[src/rtl/riscv_memaccess_router.sv]
// Routes PMA-checked memory accesses to cache, external bus or TCM, answers faulting
// accesses locally, and returns all responses in request order via a tag FIFO.
module riscv_memaccess_router #(
    parameter int XLEN  = 64,
    parameter int PLEN  = 64,
    parameter int DEPTH = 2
) (
    input  logic            clk_i,
    input  logic            rst_i,

    input  logic            req_i,
    output logic            ready_o,
    input  logic [PLEN-1:0] adr_i,
    input  logic [2:0]      size_i,
    input  logic            lock_i,
    input  logic            we_i,
    input  logic [XLEN-1:0] d_i,
    input  logic            exception_i,
    input  logic            misaligned_i,
    input  logic            is_cache_access_i,
    input  logic            is_ext_access_i,
    input  logic            is_tcm_access_i,

    output logic            c_req_o,
    input  logic            c_gnt_i,
    output logic [PLEN-1:0] c_adr_o,
    output logic [2:0]      c_size_o,
    output logic            c_lock_o,
    output logic            c_we_o,
    output logic [XLEN-1:0] c_d_o,
    input  logic            c_rsp_valid_i,
    output logic            c_rsp_ready_o,
    input  logic [XLEN-1:0] c_q_i,
    input  logic            c_err_i,

    output logic            e_req_o,
    input  logic            e_gnt_i,
    output logic [PLEN-1:0] e_adr_o,
    output logic [2:0]      e_size_o,
    output logic            e_lock_o,
    output logic            e_we_o,
    output logic [XLEN-1:0] e_d_o,
    input  logic            e_rsp_valid_i,
    output logic            e_rsp_ready_o,
    input  logic [XLEN-1:0] e_q_i,
    input  logic            e_err_i,

    output logic            t_req_o,
    input  logic            t_gnt_i,
    output logic [PLEN-1:0] t_adr_o,
    output logic [2:0]      t_size_o,
    output logic            t_lock_o,
    output logic            t_we_o,
    output logic [XLEN-1:0] t_d_o,
    input  logic            t_rsp_valid_i,
    output logic            t_rsp_ready_o,
    input  logic [XLEN-1:0] t_q_i,
    input  logic            t_err_i,

    output logic            ack_o,
    output logic [XLEN-1:0] q_o,
    output logic            err_o,
    output logic            misaligned_o
);

    localparam int          PW       = $clog2(DEPTH);
    localparam logic [PW:0] FULL_CNT = (PW+1)'(DEPTH);

    typedef enum logic [2:0] {
        TAG_CACHE     = 3'd0,
        TAG_EXT       = 3'd1,
        TAG_TCM       = 3'd2,
        TAG_LOCAL_ACC = 3'd4,
        TAG_LOCAL_MIS = 3'd5
    } tag_t;

    typedef enum logic {IDLE, ISSUE} state_t;

    state_t          state;
    tag_t            tag_mem [DEPTH];
    tag_t            push_tag;
    tag_t            head;
    logic [PW-1:0]   wr_ptr;
    logic [PW-1:0]   rd_ptr;
    logic [PW:0]     count;
    logic [2:0]      tgt_req;
    logic [2:0]      gnt;
    logic [2:0]      rsp_hit;
    logic [PLEN-1:0] adr_q;
    logic [2:0]      size_q;
    logic            lock_q;
    logic            we_q;
    logic [XLEN-1:0] d_q;
    logic            full;
    logic            empty;
    logic            accept;
    logic            fault;
    logic            head_local;
    logic            local_ready;
    logic            local_pop;
    logic            pop;

    assign full       = (count == FULL_CNT);
    assign empty      = (count == '0);
    assign ready_o    = !rst_i && (state == IDLE) && !full;
    assign accept     = req_i && ready_o;
    assign fault      = exception_i || misaligned_i ||
                        !(is_cache_access_i || is_ext_access_i || is_tcm_access_i);
    assign head       = tag_mem[rd_ptr];
    assign head_local = !empty && head[2];

    assign c_rsp_ready_o = !empty && (head == TAG_CACHE);
    assign e_rsp_ready_o = !empty && (head == TAG_EXT);
    assign t_rsp_ready_o = !empty && (head == TAG_TCM);

    assign gnt     = {t_gnt_i, e_gnt_i, c_gnt_i};
    assign rsp_hit = {t_rsp_valid_i && t_rsp_ready_o,
                      e_rsp_valid_i && e_rsp_ready_o,
                      c_rsp_valid_i && c_rsp_ready_o};

    // A local fault must sit at the head for one full cycle before it is answered.
    assign local_pop = head_local && local_ready;
    assign pop       = (|rsp_hit) || local_pop;
    assign ack_o     = pop;

    always_comb begin
        push_tag = TAG_LOCAL_ACC;
        if (exception_i)            push_tag = TAG_LOCAL_ACC;
        else if (misaligned_i)      push_tag = TAG_LOCAL_MIS;
        else if (is_cache_access_i) push_tag = TAG_CACHE;
        else if (is_ext_access_i)   push_tag = TAG_EXT;
        else if (is_tcm_access_i)   push_tag = TAG_TCM;
    end

    always_comb begin
        q_o          = '0;
        err_o        = 1'b0;
        misaligned_o = 1'b0;
        if (rsp_hit[0]) begin
            q_o   = c_q_i;
            err_o = c_err_i;
        end else if (rsp_hit[1]) begin
            q_o   = e_q_i;
            err_o = e_err_i;
        end else if (rsp_hit[2]) begin
            q_o   = t_q_i;
            err_o = t_err_i;
        end else if (local_pop) begin
            err_o        = (head == TAG_LOCAL_ACC);
            misaligned_o = (head == TAG_LOCAL_MIS);
        end
    end

    always_ff @(posedge clk_i or posedge rst_i) begin
        if (rst_i) begin
            wr_ptr      <= '0;
            rd_ptr      <= '0;
            count       <= '0;
            local_ready <= 1'b0;
            for (int i = 0; i < DEPTH; i++) tag_mem[i] <= TAG_CACHE;
        end else begin
            if (accept) begin
                tag_mem[wr_ptr] <= push_tag;
                wr_ptr          <= wr_ptr + PW'(1);
            end
            if (pop) rd_ptr <= rd_ptr + PW'(1);
            if (accept && !pop)      count <= count + (PW+1)'(1);
            else if (!accept && pop) count <= count - (PW+1)'(1);
            local_ready <= head_local && !pop;
        end
    end

    // Single issue slot: payload is captured on accept and held until the target grants.
    always_ff @(posedge clk_i or posedge rst_i) begin
        if (rst_i) begin
            state   <= IDLE;
            tgt_req <= '0;
            adr_q   <= '0;
            size_q  <= '0;
            lock_q  <= 1'b0;
            we_q    <= 1'b0;
            d_q     <= '0;
        end else begin
            case (state)
                IDLE: begin
                    if (accept && !fault) begin
                        adr_q   <= adr_i;
                        size_q  <= size_i;
                        lock_q  <= lock_i;
                        we_q    <= we_i;
                        d_q     <= d_i;
                        tgt_req <= 3'b001 << push_tag[1:0];
                        state   <= ISSUE;
                    end
                end
                ISSUE: begin
                    if (|(tgt_req & gnt)) begin
                        tgt_req <= '0;
                        state   <= IDLE;
                    end
                end
                default: state <= IDLE;
            endcase
        end
    end

    assign c_req_o  = tgt_req[0];
    assign e_req_o  = tgt_req[1];
    assign t_req_o  = tgt_req[2];
    assign c_adr_o  = adr_q;
    assign e_adr_o  = adr_q;
    assign t_adr_o  = adr_q;
    assign c_size_o = size_q;
    assign e_size_o = size_q;
    assign t_size_o = size_q;
    assign c_lock_o = lock_q;
    assign e_lock_o = lock_q;
    assign t_lock_o = lock_q;
    assign c_we_o   = we_q;
    assign e_we_o   = we_q;
    assign t_we_o   = we_q;
    assign c_d_o    = d_q;
    assign e_d_o    = d_q;
    assign t_d_o    = d_q;

endmodule

[config.mk]
export PLATFORM = sky130hd
export DESIGN_NAME = riscv_memaccess_router
export DESIGN_NICKNAME = d
export VERILOG_FILES = /design/src/rtl/riscv_memaccess_router.sv
export SDC_FILE = /design/constraint.sdc
export NUM_CORES = 1
export LEC_CHECK = 0
export CORE_AREA = 2 2 316 318
export DETAILED_ROUTE_END_ITERATION = 16
export DIE_AREA = 0 0 318 320
export GPL_TIMING_DRIVEN = 0
export HOLD_SLACK_MARGIN = 0.03
export PLACE_DENSITY_LB_ADDON = 0.2
export SLEW_MARGIN = 20
export SYNTH_ARGS = -nofsm -noshare
export SYNTH_HDL_FRONTEND = slang
export SYNTH_SLANG_ARGS = --single-unit
[constraint.sdc]
create_clock -name clk_i -period 4.3 [get_ports clk_i]
set_input_delay 0.43 -clock clk_i [delete_from_list [all_inputs] [get_ports clk_i]]
set_output_delay 0.43 -clock clk_i [all_outputs]
set_load 0.01 [all_outputs]
==> results.sh <==
export IMPL_gr_usage_all_layers_pct=10.7
export IMPL_min_path_type="input pin to asynchronous set/reset pin"
export IMPL_syn_area_per_cell_um2=11.2
export IMPL_crit_slowest_cell="clkdlybuf4s50_1"
export IMPL_fin_crit_sh_pct=91.3
export IMPL_drv_cap=0
export IMPL_layout_cells_non_filler=2945
export IMPL_synth_seq_cells=148
export IMPL_initial_core_util_pct=9.09
export IMPL_coreArea_um2=98000
export IMPL_rsz0062_at_grt="false"
export IMPL_numCtsBuffers=17
export IMPL_cts_tree="done"
export IMPL_clock_skew_ps=12.5
export IMPL_cp_start_kind="flip-flop"
export IMPL_cts_sinks=148
export IMPL_finalNetCount=1979
export IMPL_cts_max_level=4
export IMPL_wl_um=55600
export IMPL_fin_setup_tns_ps=0
export IMPL_first_iter_violations=463
export IMPL_synthToLayoutAreaGrowth_pct=118
export IMPL_num_vias=9275
export IMPL_tightest_slew_ps=733
export IMPL_synth_nets=1139
export IMPL_drc=0
export IMPL_clkLatencyLatePin_ps=500
export IMPL_clk_pin_slew_worst_paths_ps=70
export IMPL_gp_congestion=0.968
export IMPL_cts_resized=0
export IMPL_yosysWarnings=0
export IMPL_dieHeight_um=320
export IMPL_reg2reg_from="state$_DFF_PP0_"
export IMPL_cp_required_ps=3870
export IMPL_antenna_found_initial=18
export IMPL_ant_nets=0
export IMPL_cp_slowest_stage_delay_ps=540
export IMPL_setup_viol=0
export IMPL_path_cells="mux2_2 > a211oi_1 > clkbuf_1 > clkbuf_1 > a222oi_1 > inv_1 > clkdlybuf4s50_1"
export IMPL_status="complete, no violations"
export IMPL_criticalPathCategory="flip-flop to primary output"
export IMPL_ys_seq_area_share_pct=41.6
export IMPL_cellPowerDensity_nw_per_um2=698
export IMPL_yosys_cell_types_count=45
export IMPL_startpoint="rd_ptr$_DFFE_PP0P_"
export IMPL_grt_max_degree=31
export IMPL_synth_area_um2=8910
export IMPL_cts_buffer_depth=2
export IMPL_dr_pass1_iters=9
export IMPL_dpl_cell_count=2904
export IMPL_syn_inst=796
export IMPL_cts_hold_fix_buffers=0
export IMPL_die_area_um2=102000
export IMPL_critPathCaptureType="primary output"
export IMPL_die_w_um=318
export IMPL_grt_pass1_wl_um=76700
export IMPL_pin_count=815
export IMPL_min_period_ps=3930
export IMPL_port_buffer_count=814
export IMPL_post_drt_wl_per_cell_um=18.9
export IMPL_grt_overflow=0
export IMPL_layout_drive_gt1_share_pct=26.5
export IMPL_final_common_cell="clkdlybuf4s50_1"
export IMPL_relSlewSlack_pct=51.0
export IMPL_cts_root_buf="clkbuf_16"
export IMPL_grt_pass1_vias=9978
export IMPL_mostFrequentLayoutCells="clkdlybuf4s50_1, buf_4, dfrtp_1"
export IMPL_rows=115
export IMPL_drv_slew=0
export IMPL_vias_per_cell=3.15
export IMPL_dp_hpwl_um=47600
export IMPL_ir_drop_uv=368
export IMPL_cts_setup_buffers=0
export IMPL_hold_violations=0
export IMPL_cpMostUsedCell="clkbuf_1"
export IMPL_p_leak_uw=0.00827
export IMPL_max_freq_ghz=0.255
export IMPL_cp_max_fo=10
export IMPL_cp_arrival_ps=3500
[synth_stat cells (all sizes together)]
cell	count	share of area, %
buf	293	25
inv	73	3.1
clkbuf	10	0.42
a2111oi	1	0.31
a21oi	5	0.28
nor3b	3	0.25
o21a	2	0.17
a222oi	65	7.3
a22o	2	0.20
mux2	138	17
or3b	1	0.098
nor2b	1	0.070
mux2i	2	0.22
a211oi	4	0.34
or2	1	0.070
and2	1	0.070
nand4bb	2	0.25
or3	1	0.070
a22oi	1	0.084
and3	1	0.070
o211a	1	0.11
nand2b	3	0.21
ha	1	0.14
xor2	3	0.30
nor4b	2	0.20
nor3	2	0.11
a31oi	2	0.14
o21ai	2	0.11
o31ai	1	0.084
o31a	1	0.098
a211o	1	0.098
dfrtp	148	42
a21o	2	0.17
xnor2	1	0.098
nand3	2	0.11
a21boi	1	0.084
nand2	4	0.17
nand4b	2	0.20
nor2	10	0.42
[path summary, 6_finish.rpt]
kind,to,slack (ps),depth (start not counted)
setup / recovery,q_o[12],370,7
setup reg to reg,c_d_o[53]$_DFFE_PP0P_,1950,6
hold reg to reg,wr_ptr$_DFFE_PP0P_,490,1
max in group asynchronous,c_d_o[27]$_DFFE_PP0P_,2920,5
min in group clk_i,wr_ptr$_DFFE_PP0P_,490,1
hold / removal,c_adr_o[1]$_DFFE_PP0P_,410,2
[sequential cells by signal, indices dropped and copies added (netlist names), 2 cells and up]
signal    cells
count         2
c_adr_o      64
c_d_o        64
tgt_req       3
c_size_o      3
tag_mem       6
[per-stage QoR]
| step | cell area [µm²] | total power (µW) | hold WS, ps | util, % | setup slack (ps) |
|---|---|---|---|---|---|
| CTS | 19400 | 13900 | 357 | 19.8 | 300 |
| global route | 19400 | 14400 | 417 | 19.8 | 146 |
| finish | 19400 | 13600 | 406 | 19.8 | 374 |
| floorplan | 8910 | 6580 | 435 | - | 2010 |
| detailed placement | 18800 | 12100 | 468 | 19.2 | 581 |
| global placement | 18700 | 12100 | 468 | 19.1 | 122 |
[area by class of cell]
cell class	count	area (µm²)
fill	10700	78600
timing repair buffer	821	8260
sequential	148	3700
multi-input combinational	272	2690
buffer	303	2240
tap	1287	1610
clock buffer	18	429
inverter	73	278
clock inverter	14	188
antenna	9	22.5
[worst max-delay path: cells and delay by family (launching register included)]
| family | cells | cell delay [ps] |
|---|---|---|
| buffers and inverters | 4 | 1660 |
| DFF | 1 | 390 |
| AOI/OAI and AO/OA | 2 | 510 |
| muxes | 1 | 420 |
[kinds of logic (layout without fill, tap and decap cells)]
family,count (synthesis),in the layout,share of synthesized area (%)
XOR/XNOR,4,4,0.393
flip-flops,148,148,41.6
buffers and inverters,376,1229,28.3
AO/OA/AOI/OAI,91,91,9.58
AND/OR/NAND/NOR,36,36,2.37
multiplexers,140,140,17.7
adder cells (fa/ha/maj),1,1,0.140
other,0,9,0
[layer usage]
layer  up-vias  global-route usage (%)  part of all wire (%)
li1       4222                       -                     -
met1      4467                    10.3                    34
met2       527                    20.3                    55
met3        59                    3.83                   7.6
met4         0                    4.56                   2.9
met5         -                       0                     0
[where the power goes]
part	leakage (µW)	internal [µW]	switching, µW
clock network	0.000304	888	764
logic	0.00617	5770	3050
registers	0.00180	2080	1010
total	0.00827	8740	4820
No activity file was read; power rests on OpenSTA's default activity.
